===== src/rtl/iterative_divider.sv =====
// Multi-cycle signed divider: restoring division on operand magnitudes, one quotient bit per cycle, then sign fix-up.
// Optional signed remainder output enabled by defining DIV_REMAINDER_EN.
module iterative_divider #(
  parameter int WIDTH = 32,
  parameter int CNT_W = 6
) (
  input  logic             clock,
  input  logic             reset_n,
  input  logic             ctrl_DIV,
  input  logic [WIDTH-1:0] data_operandA,
  input  logic [WIDTH-1:0] data_operandB,
  output logic [WIDTH-1:0] data_result,
  output logic             data_exception,
  output logic             data_resultRDY,
`ifdef DIV_REMAINDER_EN
  output logic [WIDTH-1:0] data_remainder,
`endif
  output logic             data_busy
);

  typedef enum logic [1:0] {
    IDLE = 2'd0,
    ITER = 2'd1,
    SIGN = 2'd2,
    DONE = 2'd3
  } state_t;

  localparam logic [WIDTH-1:0] ZERO_W   = {WIDTH{1'b0}};
  localparam logic [WIDTH-1:0] ONE_W    = {{(WIDTH-1){1'b0}}, 1'b1};
  localparam logic [CNT_W-1:0] CNT_ZERO = {CNT_W{1'b0}};
  localparam logic [CNT_W-1:0] CNT_ONE  = {{(CNT_W-1){1'b0}}, 1'b1};
  localparam logic [CNT_W-1:0] CNT_LAST = CNT_W'(WIDTH - 1);

  function automatic logic [WIDTH-1:0] neg(input logic [WIDTH-1:0] v);
    return ~v + ONE_W;
  endfunction

  function automatic logic [WIDTH-1:0] mag(input logic [WIDTH-1:0] v);
    return v[WIDTH-1] ? neg(v) : v;
  endfunction

  state_t           state_r;
  logic [CNT_W-1:0] cnt_r;
  logic [WIDTH-1:0] quo_r;
  logic [WIDTH-1:0] div_r;
  logic [WIDTH-1:0] rem_r;
  logic             sign_q_r;
  logic             zero_r;
`ifdef DIV_REMAINDER_EN
  logic             sign_rem_r;
`endif

  logic [WIDTH:0]   shifted_s;
  logic             borrow_s;
  logic [WIDTH-1:0] next_rem_s;

  // Trial subtraction of the divisor magnitude from the shifted partial remainder.
  always_comb begin
    shifted_s = {rem_r, quo_r[WIDTH-1]};
    borrow_s  = (shifted_s < {1'b0, div_r});
    if (borrow_s) begin
      next_rem_s = shifted_s[WIDTH-1:0];
    end else begin
      next_rem_s = shifted_s[WIDTH-1:0] - div_r;
    end
  end

  // Control FSM, datapath registers and registered outputs.
  always_ff @(posedge clock or negedge reset_n) begin
    if (!reset_n) begin
      state_r        <= IDLE;
      cnt_r          <= CNT_ZERO;
      quo_r          <= ZERO_W;
      div_r          <= ZERO_W;
      rem_r          <= ZERO_W;
      sign_q_r       <= 1'b0;
      zero_r         <= 1'b0;
      data_result    <= ZERO_W;
      data_exception <= 1'b0;
      data_resultRDY <= 1'b0;
      data_busy      <= 1'b0;
`ifdef DIV_REMAINDER_EN
      sign_rem_r     <= 1'b0;
      data_remainder <= ZERO_W;
`endif
    end else begin
      case (state_r)
        IDLE: begin
          data_resultRDY <= 1'b0;
          if (ctrl_DIV) begin
            quo_r          <= mag(data_operandA);
            div_r          <= mag(data_operandB);
            sign_q_r       <= data_operandA[WIDTH-1] ^ data_operandB[WIDTH-1];
            rem_r          <= ZERO_W;
            cnt_r          <= CNT_ZERO;
            zero_r         <= (data_operandB == ZERO_W);
            data_exception <= 1'b0;
            data_busy      <= 1'b1;
`ifdef DIV_REMAINDER_EN
            sign_rem_r     <= data_operandA[WIDTH-1];
`endif
            // Divide-by-zero spends one cycle in SIGN so DONE lands on the next edge.
            state_r        <= (data_operandB == ZERO_W) ? SIGN : ITER;
          end else begin
            state_r <= IDLE;
          end
        end
        ITER: begin
          rem_r <= next_rem_s;
          quo_r <= {quo_r[WIDTH-2:0], ~borrow_s};
          cnt_r <= cnt_r + CNT_ONE;
          if (cnt_r == CNT_LAST) begin
            state_r <= SIGN;
          end else begin
            state_r <= ITER;
          end
        end
        SIGN: begin
          if (zero_r) begin
            data_result    <= ZERO_W;
            data_exception <= 1'b1;
`ifdef DIV_REMAINDER_EN
            data_remainder <= ZERO_W;
`endif
          end else begin
            data_result    <= sign_q_r ? neg(quo_r) : quo_r;
            // A positive quotient magnitude of 2**(WIDTH-1) is not representable.
            data_exception <= ~sign_q_r & quo_r[WIDTH-1];
`ifdef DIV_REMAINDER_EN
            data_remainder <= sign_rem_r ? neg(rem_r) : rem_r;
`endif
          end
          data_resultRDY <= 1'b1;
          state_r        <= DONE;
        end
        DONE: begin
          data_resultRDY <= 1'b0;
          data_busy      <= 1'b0;
          state_r        <= IDLE;
        end
        default: begin
          data_resultRDY <= 1'b0;
          data_busy      <= 1'b0;
          state_r        <= IDLE;
        end
      endcase
    end
  end

endmodule

===== config.mk =====
export PLATFORM = sky130hd
export DESIGN_NAME = iterative_divider
export DESIGN_NICKNAME = d
export VERILOG_FILES = /design/src/rtl/iterative_divider.sv
export SDC_FILE = /design/constraint.sdc
export NUM_CORES = 1
export LEC_CHECK = 0
export BUFFER_PORTS_ARGS = -buffer_cell sky130_fd_sc_hd__buf_2
export CORE_MARGIN = 5
export CORE_UTILIZATION = 39
export DETAILED_ROUTE_END_ITERATION = 10
export HOLD_SLACK_MARGIN = 0.1
export PLACE_DENSITY = 0.64
export SLEW_MARGIN = 20
export SYNTH_ARGS = -nofsm -noshare
export SYNTH_HDL_FRONTEND = slang
export SYNTH_SLANG_ARGS = --single-unit

===== constraint.sdc =====
create_clock -name clock -period 6.4 [get_ports clock]
set_input_delay 1.92 -clock clock [delete_from_list [all_inputs] [get_ports clock]]
set_output_delay 1.92 -clock clock [all_outputs]
set_load 0.005 [all_outputs]

### After elaboration in Yosys (flattened, before gate mapping)

Cells that the tools add are included.

| cells by class | value |
|---|---|
| $add $sub $neg | 5 |
| reduce and logical (&&, ||, !) cells | 11 |
| eq/ne operators | 5 |
| magnitude comparators | 1 |
| muxes and demuxes | 21 |
| bitwise logic cells | 7 |

Operators with widths:

| kind | number |
|---|---|
| $mux 32 | 7 |
| $pmux 32 s2 | 2 |
| $add 32x1->32 const B | 3 |
| $not 32->32 | 3 |
| $lt 33x32->1 | 1 |
| $logic_not 32->1 | 1 |
| $sub 32x32->32 | 1 |
| $pmux 6 s2 | 1 |
| $pmux 2 s4 | 1 |
| $reduce_and 2->1 | 4 |
| $reduce_bool 2->1 | 4 |
| $add 6x1->6 const B | 1 |
| $eq 6x5->1 const B | 1 |
| $mux 2 | 3 |
| $mux 6 | 1 |
| $pmux 1 s2 | 3 |
| $eq 2x2->1 const B | 2 |
| $mux 1 | 3 |
| $eq 2x1->1 const B | 1 |
| $logic_not 2->1 | 1 |
| $ne 2x2->1 const B | 1 |
| $not 1->1 | 2 |
| $reduce_or 2->1 | 1 |
| $and 1x1->1 | 1 |
| $xor 1x1->1 | 1 |

| storage, ports and cells | value |
|---|---|
| bits of input ports | 67 |
| bits in registers | 141 |
| logic and storage cells | 61 |
| output and inout port bits | 35 |

### Depth between registers and ports, before layout

| logic depth | value |
|---|---|
| depth in word-level cells | 5 |
| mapped depth | 12 |
| depth with buffers taken out | 12 |

### Least setup slack after synthesis

Ideal clock, no wire load.

| timing | value |
|---|---|
| path type | input to register |
| from | input data_operandA[20] |
| to | register quo_r[28] |
| arrival | 3.921 ns |
| setup time | 0.077 ns |
| slack | 2.402 ns |
| stages | 8 |
| path buffers | 0 |
| data required time | 6.323 ns |
| cell sequence | or4_4 -> or3_4 -> or3_4 -> or3_1 -> a21oi_1 -> xnor2_1 -> o22ai_1 -> a21oi_1 |

| on the way | value |
|---|---|
| longest elaborated chain between the ends | 5 |

Ends and longest elaborated chain:

| item | line | source |
|---|---|---|
| start, declared | 10 | `input logic [WIDTH-1:0] data_operandA,` |
| $not 32->32 | 35 | `return ~v + ONE_W;` |
| $add 32x1->32 | 35 |  |
| $mux 32 | 39 | `return v[WIDTH-1] ? neg(v) : v;` |
| $mux 32 | 90 | `if (ctrl_DIV) begin` |
| $pmux 32 s2 | 87 | `case (state_r)` |
| end signal, assigned | 91 | `quo_r <= mag(data_operandA);` |
| end signal, assigned | 110 | `quo_r <= {quo_r[WIDTH-2:0], ~borrow_s};` |
| end, declared | 44 | `logic [WIDTH-1:0] quo_r;` |

No other way between the ends. The select of a mux whose other input is x is not followed.
A chain may end at the register's enable or synchronous reset.

### Worst setup path after layout

| timing | value |
|---|---|
| from | input data_operandB[9] |
| to | register div_r[25] |

| on the way | value |
|---|---|
| longest elaborated chain between the ends | 3 |

Ends and longest elaborated chain:

| item | line | source |
|---|---|---|
| start, declared | 11 | `input logic [WIDTH-1:0] data_operandB,` |
| $not 32->32 | 35 |  |
| $add 32x1->32 | 35 |  |
| $mux 32 | 39 |  |
| end signal, assigned | 92 | `div_r <= mag(data_operandB);` |
| end, declared | 45 | `logic [WIDTH-1:0] div_r;` |

No other way between the ends.

==> metrics.yaml <==
slew_headroom_pct: 30.4
crit_chain: "buf_2 > or4_4 > nor4_4 > or3b_1 > nor3_1 > nand2_1 > o31ai_1 > xor2_1 > o21ai_0"
cts.clk_slew.worst_paths_ns: 0.07
antenna_found_initial: 0
place_ws_ns: 1.90
maxCapViolCount: 0
swShare_pct: 46.1
netlist_area_mm2: 0.00967
final_antenna_net_count: 0
muxShareOfSynthArea_pct: 3.76
fp.dieW_um: 168
initial_utilization_pct: 39.7
worstMarginPinSlew_ns: 1.04
p_sw_uw: 2500
netlist_top_cells_area: "dfrtp_1 36%, xor2_1 7.3%, o21ai_0 7.1%, nand2_1 5.8%, ha_1 5.3%"
gp_congestion: 0.881
synth-xor-area-share_pct: 10.4
cp_data_required_time_ns: 6.68
grt_max_degree: 110
synth_top_area_share_pct: 36.5
slowest_delay_ns: 0.57
finalClockSkew_ns: 0.0124
power_frac_comb_pct: 54.5
drive_above_1_share_pct: 13.6
synth-compound-area-share_pct: 22.2
drcViolationCount: 0
synth_top_family_by_area: "compound AO/OA/AOI/OAI gates"
syn-num-nets: 1265
rsz0062_at_grt: "false"
vias: 8424
layout_min_cycle_time_ns: 4.11
yosys.area.top_type: "dfrtp_1"
cts_setup_buffers: 0
synth_edf_count: 0
irDropWorstVdd_mv: 0.178
power_density_mw_per_mm2: 489
grt_usage_pct: 17.5
hold_path.class: "flop to flop"
crit_fanout: 5
ioPinCount: 102
hpwl_um: 18200
ys.warnings.count: 0
via_per_inst: 5.39
htreeDepth: 4
syn_avg_cell_area_um2: 8.37
holdBufCountCts: 0
cp_data_arrival_time_ns: 4.39
post-route-period-util_pct: 64.2
synth_seq_cells: 141
synth.yosys.seq_area_share_pct: 36.5
setup_viol: 0
cts_tree: "done"
grt_pass1_wl_um: 41000
path_delay_family: "simple AND/OR/NAND/NOR gates"
hold_violations: 0
rows: 57
leakage_uw: 0.00502
yosys-top-cells-count: "149 x nand2_1, 141 x dfrtp_1, 137 x o21ai_0, 82 x inv_1, 81 x xor2_1"
status: "finished, final reports clean"
drt_iter0_drc: 676
synth.most_common_cell: "nand2_1"
design_area_mm2: 0.0111
cts_root_buf: "clkbuf_16"
seq_power_share_pct: 27.0
numCtsBuffers: 17
synth_cells: 1156
max_freq_mhz: 244
crit_type: "primary input to flop"
die_y_um: 168
fin_nets: 1335
slew_violations: 0
dpl_cell_area_mm2: 0.0105
crit_buf_inv: 1
synth_fa_ha_area_share_pct: 5.51
ys_types: 69
core-area_mm2: 0.0244
cts_buffer_depth: 2
die-area_mm2: 0.0281
timing.final.ws_setup_ns: 2.29
io_buffers: 101
cts_resized: 0
first_pass_iters: 5
startpoint_type: "primary input"
diodes: 0
wl_per_cell_um: 15.7
clock_power_share_pct: 18.5
yosys.area_share.simple_pct: 16.2
wl_um: 24500
grt_pass1_vias: 8151
syn2layout_area_growth_pct: 14.7
fin_tns_setup_ns: 0
clkSinkCount: 141
end_kind: "flop"
grt_overflow: 0
slowest_stage: "or4_4"
synth_flop_cell: "dfrtp_1"
p_int_uw: 2930
synthArstFlopShare_pct: 100
clk_latency_ns: 0.43
==> registers in the layout, indices dropped and copies added, names as in the netlist <==
| signal | count |
|---|---|
| data_resultRDY | 1 |
| data_exception | 1 |
| sign_q_r | 1 |
| cnt_r | 6 |
| state_r | 2 |
| zero_r | 1 |
| quo_r | 32 |
| div_r | 32 |
| data_busy | 1 |
| data_result | 32 |
| rem_r | 32 |
==> power by group through the flow <==
stage	logic (uW)	registers [uW]	clock network, uW
finish	2960	1470	1010
global route	3320	1510	1070
CTS	2950	1460	1020
detailed placement	2930	1470	0
global placement	2880	1460	0
floorplan	2320	1370	0
==> metrics by stage <==
step / cells / hold slack [ns] / utilization (%) / power, uW
4_1_cts: 1563 / 0.486 / 45.4 / 5430
3_3_place_gp: 1530 / 0.465 / 42.8 / 4340
6_report: 1563 / 0.479 / 45.5 / 5430
5_1_grt: 1563 / 0.506 / 45.5 / 5900
3_5_place_dp: 1531 / 0.471 / 42.9 / 4410
2_1_floorplan: 1156 / 0.450 / - / 3690
==> path summary, 6_finish.rpt <==
path	slack, ns	depth (start not counted)	startpoint	endpoint
worst min-delay path	0.48	2	div_r[29]$_DFFE_PN0P_	div_r[29]$_DFFE_PN0P_
worst max register to register	2.69	12	quo_r[31]$_DFFE_PN0P_	rem_r[28]$_DFFE_PN0P_
max in group asynchronous	3.84	2	reset_n	div_r[24]$_DFFE_PN0P_
worst max-delay path	2.29	9	data_operandB[9]	div_r[25]$_DFFE_PN0P_
min in group asynchronous	1.60	1	reset_n	rem_r[2]$_DFFE_PN0P_
worst min register to register	0.48	2	div_r[29]$_DFFE_PN0P_	div_r[29]$_DFFE_PN0P_
==> cell usage in the layout (no fill, tap or decap), types with 34 or more instances in the layout <==
master | synthesis | routed
buf_2 | 5 | 100
xnor2_1 | 34 | 34
nand2_1 | 149 | 148
dfrtp_1 | 141 | 141
nor2_1 | 63 | 63
ha_1 | 41 | 40
o21ai_0 | 137 | 135
o22ai_1 | 41 | 41
xor2_1 | 81 | 81
a21oi_1 | 77 | 77
inv_1 | 82 | 82
==> worst register-to-register path, cell delays in order (launching register included) <==
cell	delay (ns)
dfrtp_1	0.38
inv_1	0.22
ha_1	0.22
inv_1	0.05
fa_1	0.40
a21o_1	0.22
a221oi_1	0.53
a211oi_1	0.18
a2111oi_0	0.63
nor2_1	0.22
mux2i_1	0.17
o211ai_1	0.23
o211ai_1	0.12
==> layer usage <==
| metal | GRT usage [%] | vias to the layer above | wire [um] |
|---|---|---|---|
| li1 | - | 4250 | - |
| met1 | 24.8 | 3987 | 11900 |
| met3 | 2.57 | 25 | 794 |
| met2 | 28.5 | 162 | 11500 |
| met5 | 0 | - | 0 |
| met4 | 4.30 | 0 | 285 |
==> layout make-up <==
cell class	count	area (um^2)
Fill cell	2388	13300
Tap cell	324	405
Multi-Input combinational cell	876	5660
Sequential cell	141	3530
Clock inverter	15	183
Inverter	82	308
Clock buffer	17	425
Timing Repair Buffer	108	587
==> cells by family (layout without fill, tap and decap cells) <==
family                     Yosys count  after routing
AOI/OAI and AO/OA                  356            356
muxes                               36             36
and+or+nand+nor                    327            327
xor gates and xnor gates           115            115
buffers and inverters              139            222
adders and majority gates           42             42
DFF                                141            141
Power figures use the tool's default switching activity.
